File: src/rtl/stack_row_judge_if.sv
// stack_row_judge_if
//   Bundles the slider/judge handshake of the block-stacker.
//   slave  : the judge itself (takes step/place/done_plot, drives the row state).
//   master : the surrounding logic (tick source, button, renderer, level FSM).
//   Signals: step_tick, place, done_plot (master -> slave);
//            slide_x, slide_w, base_x, base_w, row, next_signal, fail, win,
//            busy (slave -> master).
interface stack_row_judge_if #(
   parameter int XW = 4
);
   logic          step_tick;
   logic          place;
   logic          done_plot;
   logic [XW-1:0] slide_x;
   logic [XW-1:0] slide_w;
   logic [XW-1:0] base_x;
   logic [XW-1:0] base_w;
   logic [XW-1:0] row;
   logic          next_signal;
   logic          fail;
   logic          win;
   logic          busy;

   modport master (
      output step_tick, place, done_plot,
      input  slide_x, slide_w, base_x, base_w, row,
      input  next_signal, fail, win, busy
   );

   modport slave (
      input  step_tick, place, done_plot,
      output slide_x, slide_w, base_x, base_w, row,
      output next_signal, fail, win, busy
   );
endinterface

File: src/rtl/stack_row_judge.sv
// stack_row_judge
//   Slides the active row across the board, judges a placement against the
//   stacked row below and reports next_signal / fail / win as one-cycle
//   pulses. busy holds the renderer handshake until done_plot arrives.
//   Ports:
//     clk   - system clock
//     reset - asynchronous, active-high reset
//     bus   - stack_row_judge_if.slave (step/place/done_plot in, row state out)
module stack_row_judge #(
   parameter int COLS   = 16,
   parameter int XW     = 4,
   parameter int INIT_W = 3,
   parameter int ROWS   = 15
) (
   input  logic              clk,
   input  logic              reset,
   stack_row_judge_if.slave  bus
);

   typedef enum logic [1:0] {
      SLIDE,
      JUDGE,
      WAIT_DRAW
   } state_t;

   localparam logic [XW:0]   COLS_EXT = (XW+1)'(COLS);
   localparam logic [XW-1:0] LAST_ROW = XW'(ROWS - 1);
   localparam logic [XW-1:0] INIT_WX  = XW'(INIT_W);
   localparam logic [XW-1:0] ONE      = XW'(1);

   state_t        state_q;
   logic [XW-1:0] slide_x_q;
   logic [XW-1:0] slide_w_q;
   logic [XW-1:0] base_x_q;
   logic [XW-1:0] base_w_q;
   logic [XW-1:0] row_q;
   logic          dir_left_q;
   logic          restart_q;
   logic          next_q;
   logic          fail_q;
   logic          win_q;
   logic          busy_q;

   logic [XW:0]   slide_end;
   logic [XW:0]   base_end;
   logic [XW:0]   lo;
   logic [XW:0]   hi;
   logic [XW:0]   ov;

   // Overlap of the moving segment with the stacked span, one bit wider than
   // a column index so right edges at COLS do not wrap. Row 0 has nothing
   // below it, so the whole segment counts as overlap.
   always_comb begin
      slide_end = {1'b0, slide_x_q} + {1'b0, slide_w_q};
      base_end  = {1'b0, base_x_q} + {1'b0, base_w_q};
      lo        = '0;
      hi        = '0;
      ov        = '0;
      if (row_q == '0) begin
         lo = {1'b0, slide_x_q};
         hi = slide_end;
         ov = {1'b0, slide_w_q};
      end else begin
         lo = (slide_x_q > base_x_q) ? {1'b0, slide_x_q} : {1'b0, base_x_q};
         hi = (slide_end < base_end) ? slide_end : base_end;
         ov = (hi > lo) ? (hi - lo) : '0;
      end
   end

   // Main FSM. Result pulses default low every cycle so each lasts exactly
   // one clock. The restart flag remembers that the game ended (miss or win)
   // so the reload waits until the renderer has drawn the final row.
   always_ff @(posedge clk or posedge reset) begin
      if (reset) begin
         state_q    <= SLIDE;
         slide_x_q  <= '0;
         slide_w_q  <= INIT_WX;
         base_x_q   <= '0;
         base_w_q   <= '0;
         row_q      <= '0;
         dir_left_q <= 1'b0;
         restart_q  <= 1'b0;
         next_q     <= 1'b0;
         fail_q     <= 1'b0;
         win_q      <= 1'b0;
         busy_q     <= 1'b0;
      end else begin
         next_q <= 1'b0;
         fail_q <= 1'b0;
         win_q  <= 1'b0;
         case (state_q)
            SLIDE: begin
               // place wins over a simultaneous step so the judged position
               // is the one the player saw.
               if (bus.place) begin
                  state_q <= JUDGE;
               end else if (bus.step_tick) begin
                  if (!dir_left_q) begin
                     if (slide_end == COLS_EXT) begin
                        dir_left_q <= 1'b1;
                        slide_x_q  <= slide_x_q - ONE;
                     end else begin
                        slide_x_q <= slide_x_q + ONE;
                     end
                  end else begin
                     if (slide_x_q == '0) begin
                        dir_left_q <= 1'b0;
                        slide_x_q  <= slide_x_q + ONE;
                     end else begin
                        slide_x_q <= slide_x_q - ONE;
                     end
                  end
               end
            end

            JUDGE: begin
               state_q <= WAIT_DRAW;
               busy_q  <= 1'b1;
               if (ov == '0) begin
                  fail_q    <= 1'b1;
                  restart_q <= 1'b1;
               end else begin
                  // ov never exceeds slide_w, so it fits in XW bits.
                  base_x_q  <= lo[XW-1:0];
                  base_w_q  <= ov[XW-1:0];
                  slide_w_q <= ov[XW-1:0];
                  if (row_q == LAST_ROW) begin
                     win_q     <= 1'b1;
                     restart_q <= 1'b1;
                  end else begin
                     next_q     <= 1'b1;
                     row_q      <= row_q + ONE;
                     slide_x_q  <= '0;
                     dir_left_q <= 1'b0;
                  end
               end
            end

            WAIT_DRAW: begin
               if (bus.done_plot) begin
                  state_q <= SLIDE;
                  busy_q  <= 1'b0;
                  if (restart_q) begin
                     slide_x_q  <= '0;
                     slide_w_q  <= INIT_WX;
                     base_x_q   <= '0;
                     base_w_q   <= '0;
                     row_q      <= '0;
                     dir_left_q <= 1'b0;
                     restart_q  <= 1'b0;
                  end
               end
            end

            default: begin
               state_q <= SLIDE;
            end
         endcase
      end
   end

   assign bus.slide_x     = slide_x_q;
   assign bus.slide_w     = slide_w_q;
   assign bus.base_x      = base_x_q;
   assign bus.base_w      = base_w_q;
   assign bus.row         = row_q;
   assign bus.next_signal = next_q;
   assign bus.fail        = fail_q;
   assign bus.win         = win_q;
   assign bus.busy        = busy_q;

endmodule

File: src/flat_wrapper.sv
// flat-port wrapper written by rule: the top's interface ports become plain ports
module stack_row_judge_flat 
#(
   parameter int COLS   = 16,
   parameter int XW     = 4,
   parameter int INIT_W = 3,
   parameter int ROWS   = 15
)
  (clk, reset, bus_step_tick, bus_place, bus_done_plot, bus_slide_x, bus_slide_w, bus_base_x, bus_base_w, bus_row, bus_next_signal, bus_fail, bus_win, bus_busy);
  stack_row_judge_if #(.XW(XW)) bus_i ();
  input  logic clk;
  input  logic reset;
  input wire logic [$bits(bus_i.step_tick)-1:0] bus_step_tick;
  input wire logic [$bits(bus_i.place)-1:0] bus_place;
  input wire logic [$bits(bus_i.done_plot)-1:0] bus_done_plot;
  output wire logic [$bits(bus_i.slide_x)-1:0] bus_slide_x;
  output wire logic [$bits(bus_i.slide_w)-1:0] bus_slide_w;
  output wire logic [$bits(bus_i.base_x)-1:0] bus_base_x;
  output wire logic [$bits(bus_i.base_w)-1:0] bus_base_w;
  output wire logic [$bits(bus_i.row)-1:0] bus_row;
  output wire logic [$bits(bus_i.next_signal)-1:0] bus_next_signal;
  output wire logic [$bits(bus_i.fail)-1:0] bus_fail;
  output wire logic [$bits(bus_i.win)-1:0] bus_win;
  output wire logic [$bits(bus_i.busy)-1:0] bus_busy;
  assign bus_i.step_tick = bus_step_tick;
  assign bus_i.place = bus_place;
  assign bus_i.done_plot = bus_done_plot;
  assign bus_slide_x = bus_i.slide_x;
  assign bus_slide_w = bus_i.slide_w;
  assign bus_base_x = bus_i.base_x;
  assign bus_base_w = bus_i.base_w;
  assign bus_row = bus_i.row;
  assign bus_next_signal = bus_i.next_signal;
  assign bus_fail = bus_i.fail;
  assign bus_win = bus_i.win;
  assign bus_busy = bus_i.busy;
  stack_row_judge #(.COLS(COLS), .XW(XW), .INIT_W(INIT_W), .ROWS(ROWS)) u_core (.clk(clk), .reset(reset), .bus(bus_i));
endmodule
File: config.mk
export PLATFORM = sky130hd
export DESIGN_NAME = stack_row_judge_flat
export DESIGN_NICKNAME = d
export VERILOG_FILES = /design/src/rtl/stack_row_judge_if.sv /design/src/rtl/stack_row_judge.sv /design/src/flat_wrapper.sv
export SDC_FILE = /design/constraint.sdc
export NUM_CORES = 1
export LEC_CHECK = 0
export ABC_AREA = 1
export CAP_MARGIN = 20
export CORE_MARGIN = 2
export CORE_UTILIZATION = 60
export CTS_BUF_LIST = sky130_fd_sc_hd__clkbuf_4 sky130_fd_sc_hd__clkbuf_8
export CTS_CLUSTER_SIZE = 24
export DETAILED_ROUTE_END_ITERATION = 10
export DONT_BUFFER_PORTS = 1
export PLACE_DENSITY = 0.79
export SETUP_SLACK_MARGIN = 0.1
export SYNTH_ARGS = -nofsm -noshare
export SYNTH_HDL_FRONTEND = slang
export SYNTH_SLANG_ARGS = --single-unit
File: constraint.sdc
create_clock -name clk -period 3.82 [get_ports clk]
set_input_delay 0.764 -clock clk [delete_from_list [all_inputs] [get_ports clk]]
set_output_delay 0.764 -clock clk [all_outputs]
set_load 0.02 [all_outputs]
==> out/results.ini, run 1 <==
[timing]
worstMarginPinSlew_ns = 1.18
finalHoldViolCount = 0
fin_crit_ns = 4.18
setup_viol = 23
drv_slew = 0
period_share = 1.09
rsz0062_at_grt = yes
fin_ws_ns = -0.359
clock-skew-final_ns = 0.00630
timing.hold.ws_ns = 0.250
max_freq_mhz = 239
relSlewSlack = 0.209

[routing]
ant_nets = 0
drc = 0
via_per_inst = 6.49
wire_per_inst_microns = 21.9
drt_wl_total_microns = 9810
vias = 2902
dr.first_iter.drc_count = 362
firstDrtPassIters = 7

[synth]
yosysWarnings = 0
synth_cell_types = 38
synth_seq_cells = 26
synth_enable_flop_cells = 0
synth_area_leaders = dfrtp_1 (24%), nand2_1 (16%), ha_1 (15%)
synth_top_area_frac = 0.244
synthArstFlopShare = 1.00
ys.flop_type = dfrtp_1
netlist_area_sq_um = 2460
synth_nets = 382
syn_area_per_cell_sq_um = 7.16
yosys.area.top_type = dfrtp_1
yosysSeqAreaShare = 0.265
syn-instance-count = 344

[global_routing]
grt_pass1_wl_microns = 11200
grt_max_degree = 27
grtUsageTotal = 0.328
overflow = 0
antenna_found_initial = 0
grt_pass1_vias = 2425

[worst_setup_path]
start_kind = flip-flop
max_stage_delay_ns = 0.43
cp.required_ns = 3.97
crit_type = reg -> reg
cp_slowest_cell = fa_2
cp_max_fo = 7
worst-path-buf-inv = 4
setup.worst_path.end_class = flip-flop
r2r_setup_slack_ns = -0.36
crit_arrival_ns = 4.33
cp.depth = 25
crit_top_cell = nand2_1
r2r_start = u_core.bus.base_w[0]
critPathTopFamily = simple AND/OR/NAND/NOR gates
worstReg2RegEnd = u_core.bus.slide_x[3]
r2r_cells = 25

[clock_tree]
cts_root_buffer = clkbuf_8
clock_latency_ns = 0.28
clk_path_buf_depth = 2
cts_sinks = 26
ctsHoldBuffers = 0
cts_tree = yes
cts_buffers = 3
ctsHtreeMaxLevel = 1
path_clk_slew_ns = 0.10

[finish]
diodes = 0
drive_gt1_frac = 0.378
area_delta_synth_final_pct = 37.7
fill_cells = 208
num-nets-final = 436
finalNonFillerCells = 447

[floorplan]
die-width_microns = 68.1
chipHeight_microns = 68.1
coreArea_sq_um = 3970
initial_core_util = 0.620
ios = 29
rows = 23
die_area_sq_um = 4630

[flow_run]
timing.max_cap.violations = 0

[placed_design]
dp.cells = 412
dp_hpwl_microns = 4640
gp_congestion = 0.875
numPortBuffers = 0

[status]
violations = negative setup slack
status = complete, but fails checks

[worst_hold_path]
min_path_type = in -> async

## synthesized netlist by cell type (2+ instances only)
library cell  count
buf_1             2
dfstp_2           2
clkbuf_1          2
buf_2             2
a21oi_1          13
fa_1              3
nand3_1          13
o21ai_1           2
nand4_1          18
nand3_2           2
buf_4             2
o211ai_1          4
inv_1            49
dfrtp_1          24
nor2_4            2
nand3_4           2
o21a_1            2
nand2_2           4
a21oi_2           2
o21ai_0          14
xnor2_1           4
inv_2             4
nand2_1         102
xor2_1            5
ha_1             30
nor2_1           23
## cells by family after synthesis
logic type	Yosys count	synth area share
flops	26	0.265
fa+ha+maj	33	0.177
buf+inv	63	0.103
compound gates	39	0.0899
xor+xnor	9	0.0320
simple gates	174	0.333
## what timing repair did
action                                  in CTS  in global routing
setup buffers                               17                  9
gates cloned                                 3                  1
endpoints found under the setup margin      23                 23
resized for setup                           29                 56
pin swaps                                   32                 34
## worst max path at each step
stage,from,endpoint,slack (ns)
CTS,u_core.bus.slide_x[0],u_core.bus.base_x[1],-0.02
global route,u_core.bus.base_w[0],u_core.bus.base_x[1],-0.60
detailed placement,u_core.bus.base_w[2],u_core.bus.base_w[1],-0.16
finish,u_core.bus.base_w[0],u_core.bus.slide_x[3],-0.36
floorplan,u_core.bus.slide_x[1],u_core.bus.slide_x[1],0.12
global placement,u_core.bus.base_w[0],u_core.bus.base_x[0],-0.03
## per-layer routing
| metal | track usage | wire length [microns] | vias to the layer above |
|---|---|---|---|
| met4 | 0.123 | 774 | 0 |
| met5 | 0 | 0 | - |
| li1 | - | - | 1230 |
| met2 | 0.595 | 4450 | 237 |
| met1 | 0.383 | 3490 | 1331 |
| met3 | 0.0576 | 1090 | 104 |
## sequential cells by signal (all words and copies together), names as in the netlist, 2 cells and up
register            count
u_core.state_q          2
u_core.bus.base_x       4
u_core.bus.slide_w      2
u_core.bus.slide_x      4
u_core.bus.base_w       4
u_core.bus.row          4
## area by class of cell
cell class	instances	area, sq um	share of cell area
sequential	26	659	0.194
multi-input combinational	259	1940	0.573
tap	50	62.6	0.0184
inverter	54	203	0.0598
clock buffer	4	55.1	0.0162
timing repair buffer	54	469	0.138
## metrics by stage
stage	setup TNS (ns)	setup WS (ns)	util	instance area (sq um)
2_1_floorplan	0	0.118	-	2480
6_report	-6.50	-0.359	0.854	3390
3_3_place_gp	-0.203	-0.0283	0.677	2690
3_5_place_dp	-2.45	-0.161	0.677	2690
4_1_cts	-0.139	-0.0219	0.779	3090
5_1_grt	-12.18	-0.602	0.854	3390
## cell usage in the layout (no fill, tap or decap), types with 3 or more instances in the layout
cell and count:
ha_1 21, buf_6 5, a21oi_2 5, buf_4 46
fa_2 3, o21ai_0 10, inv_1 42, inv_2 11
nor2_4 5, nand2_4 5, nand2_2 29, nand4_4 4
nand3_1 11, a21oi_1 9, nand3_4 5, xnor2_1 3
clkbuf_8 4, o211ai_1 4, nand4_1 18, nor2_1 18
dfrtp_1 19, dfrtp_2 5, ha_4 7, xor2_1 4
nand2_1 73, o21ai_1 5
Power of run 1 is left out: the tool's default activity adds up to more than one toggle a clock period on the data nets, which glitch-free logic cannot reach.
==> run 2, diff against run 1 <==
--- a/config.mk
+++ b/config.mk
@@ -5,7 +5,6 @@
 export SDC_FILE = /design/constraint.sdc
 export NUM_CORES = 1
 export LEC_CHECK = 0
-export ABC_AREA = 1
 export CAP_MARGIN = 20
 export CORE_MARGIN = 2
 export CORE_UTILIZATION = 60
@@ -14,7 +13,6 @@
 export DETAILED_ROUTE_END_ITERATION = 10
 export DONT_BUFFER_PORTS = 1
 export PLACE_DENSITY = 0.79
-export SETUP_SLACK_MARGIN = 0.1
 export SYNTH_ARGS = -nofsm -noshare
 export SYNTH_HDL_FRONTEND = slang
 export SYNTH_SLANG_ARGS = --single-unit
==> run 2 against run 1 <==
Effect of this change:
- the run still ends with negative setup slack left
- hold slack better by 0.15 ns
- count of clock-buffer cells in the layout down 1
- synthesized area down 7.9%
- sequential share of layout area up 2.3 points
- highest routed layer unchanged
==> out/results.ini, run 2 <==
[status]
status = complete, but fails checks
violations = negative setup slack

[finish]
fill_cells = 203  ; -2.4%
area_delta_synth_final_pct = 33.1
final_area_sq_um = 3020  ; -11%
finalNonFillerCells = 339  ; -24%
num-nets-final = 330  ; -24%
most-common-layout-cells = buf_4 (44), ha_1 (25), dfrtp_1 (21)
fin_util = 0.825  ; -0.0288
final_common_cell = buf_4
drive_gt1_frac = 0.371  ; -0.00670
diodes = 0  ; unchanged

[timing]
period_share = 1.20  ; +0.108
fin_ws_ns = -0.773  ; -0.414 ns
worstMarginPinSlew_ns = 0.880  ; -0.295 ns
rsz0062_at_grt = yes
clock-skew-final_ns = 0.00683  ; +0.000528 ns
drv_slew = 0  ; unchanged
max_freq_mhz = 218  ; -9.0%
fin_crit_ns = 4.59  ; +0.414 ns
relSlewSlack = 0.411  ; +0.201
finalHoldViolCount = 0  ; unchanged
setup_viol = 23  ; unchanged

[synth]
netlist_area_sq_um = 2270  ; -7.9%
yosysSeqAreaShare = 0.288  ; +0.0227
synthArstFlopShare = 1.00  ; unchanged
synth_top_family_by_area = compound AO/OA/AOI/OAI gates
synthMuxAreaShare = 0.0678  ; +0.0678
synth_cell_types = 51  ; +34%
ys.flop_type = dfrtp_1
synth_compound_area_frac = 0.208  ; +0.118
synth_top_area_frac = 0.265  ; +0.0208
syn_area_per_cell_sq_um = 9.26  ; +29%
synth_nets = 283  ; -26%
synth_top_cells_by_count = ha_1 (30), dfrtp_1 (24), inv_1 (20), nand2_1 (17), nor2_1 (13)
synth-adder-area-share = 0.192  ; +0.0151
synth_seq_cells = 26  ; unchanged
synthSimpleGateAreaFrac = 0.163  ; -0.171
synth_area_leaders = dfrtp_1 (26%), ha_1 (17%), inv_1 (3.3%)
yosys.area.top_type = dfrtp_1
synth_enable_flop_cells = 0  ; unchanged
synthXorXnorAreaFrac = 0.0309  ; -0.00112
syn-instance-count = 245  ; -29%
yosysMostFrequentCell = ha_1
yosysWarnings = 0  ; unchanged

[global_routing]
overflow = 0  ; unchanged
grt_pass1_wl_microns = 10600  ; -5.4%
grt_use_met3 = 0.0394  ; -0.0182
grt.busiest_layer = met2
grt_use_met1 = 0.387  ; +0.00432
grt_use_met2 = 0.585  ; -0.00920
grt_pass1_vias = 2220  ; -8.5%
grtUsageTotal = 0.326  ; -0.00224
antenna_found_initial = 0  ; unchanged
grt_max_degree = 27  ; unchanged

[worst_setup_path]
cp_max_fo = 5  ; -2
crit_type = reg -> reg
path_cells = ha_4 > fa_2 > a21o_1 > a21oi_2 > inv_2 > ha_4 > a21o_1 > a31oi_4 > mux2i_1 > ha_2 > fa_2 > nand2_2 > nor3b_2 > mux2i_2 > nor2b_1 > mux2i_1 > a22oi_2 > a211o_1 > a22o_1
start_kind = flip-flop
cp.required_ns = 3.98  ; about the same
crit_arrival_ns = 4.75  ; +0.42 ns
max_stage_delay_ns = 0.45  ; +0.02 ns
setup.worst_path.end_class = flip-flop
cp_slowest_cell = fa_2

[routing]
vias = 2172  ; -25%
via_per_inst = 6.41  ; -1.3%
dr.first_iter.drc_count = 142  ; -61%
ant_nets = 0  ; unchanged
firstDrtPassIters = 4  ; -3
drt_wl_total_microns = 6740  ; -31%
wire_per_inst_microns = 19.9  ; -9.3%
drc = 0  ; unchanged

[clock_tree]
cts_sinks = 26  ; unchanged
clk_path_buf_depth = 2  ; unchanged
path_clk_slew_ns = 0.10  ; about the same
cts_buffers = 3  ; unchanged
clock_latency_ns = 0.28  ; about the same
ctsHoldBuffers = 0  ; unchanged
cts_root_buffer = clkbuf_8
cts_tree = yes
ctsHtreeMaxLevel = 1  ; unchanged

[placed_design]
placed_area_sq_um = 2660  ; -1.3%
dp_hpwl_microns = 4340  ; -6.6%
numPortBuffers = 0  ; unchanged
dp.cells = 326  ; -21%
gp_congestion = 0.889  ; +1.6%

[floorplan]
rows = 22  ; -4.3%
initial_core_util = 0.620  ; about the same
chipHeight_microns = 65.5  ; -3.8%
die-width_microns = 65.5  ; -3.8%
coreArea_sq_um = 3660  ; -7.8%
die_area_sq_um = 4290  ; -7.4%
ios = 29  ; unchanged

[worst_hold_path]
min_path_type = in -> async

[flow_run]
timing.max_cap.violations = 0  ; unchanged

-- run 2: cell families (layout without fill, tap and decap cells) --
group                      after synthesis  after routing
adders and majority gates               33             33
muxes                                   14             14
xor gates and xnor gates                 8              8
and+or+nand+nor                         71             71
AOI/OAI and AO/OA                       65             65
DFF                                     26             26
buffers and inverters                   28             74
-- run 2: worst paths after layout --
check	depth (start not counted)	to	slack, ns	startpoint
max reg2reg	19	u_core.bus.base_x[0]	-0.77	u_core.bus.slide_x[0]
min in group clk	1	u_core.restart_q	0.53	u_core.restart_q
max in group asynchronous	2	u_core.bus.slide_w[1]	2.85	reset
min	1	u_core.dir_left_q	0.40	reset
max	19	u_core.bus.base_x[0]	-0.77	u_core.bus.slide_x[0]
min reg2reg	1	u_core.restart_q	0.53	u_core.restart_q
-- run 2: layer usage --
layer	up-vias	part of all wire
met4	0	0.038
met2	89	0.52
met3	27	0.048
li1	970	-
met1	1086	0.39
met5	-	0
-- run 2: timing repair --
| action | 4_1_cts | 5_1_grt |
|---|---|---|
| setup endpoints to repair | 23 | 23 |
| resized for setup | 24 | 17 |
| setup buffers | 9 | 4 |
| pin swaps | 18 | 9 |
-- run 2: metrics by stage --
stage / worst slack (ns) / hold slack (ns) / setup TNS [ns]
final: -0.773 / 0.396 / -14.78
after global routing: -0.913 / 0.428 / -18.18
after floorplan: -0.506 / 0.477 / -8.96
after detailed placement: -0.679 / 0.505 / -12.22
after CTS: -0.622 / 0.526 / -11.79
after global placement: -0.553 / 0.506 / -9.87
-- run 2: layout make-up --
class / instances / area [sq um] / share of cell area
inverter: 20 / 75.1 / 0.0248
tap: 48 / 60.1 / 0.0199
sequential: 26 / 657 / 0.217
clock buffer: 3 / 41.3 / 0.0137
multi-input combinational: 191 / 1760 / 0.581
timing repair buffer: 50 / 402 / 0.133
clock inverter: 1 / 30.0 / 0.00994
-- run 2: critical path, delay by kind of cell, from the launching register on --
family	cells	cell delay, ns
flops	1	0.44
simple gates	3	0.22
buf+inv	1	0.07
mux	3	0.66
compound gates	7	1.60
fa+ha+maj	5	1.45
Power of run 2 is left out for the same reason.
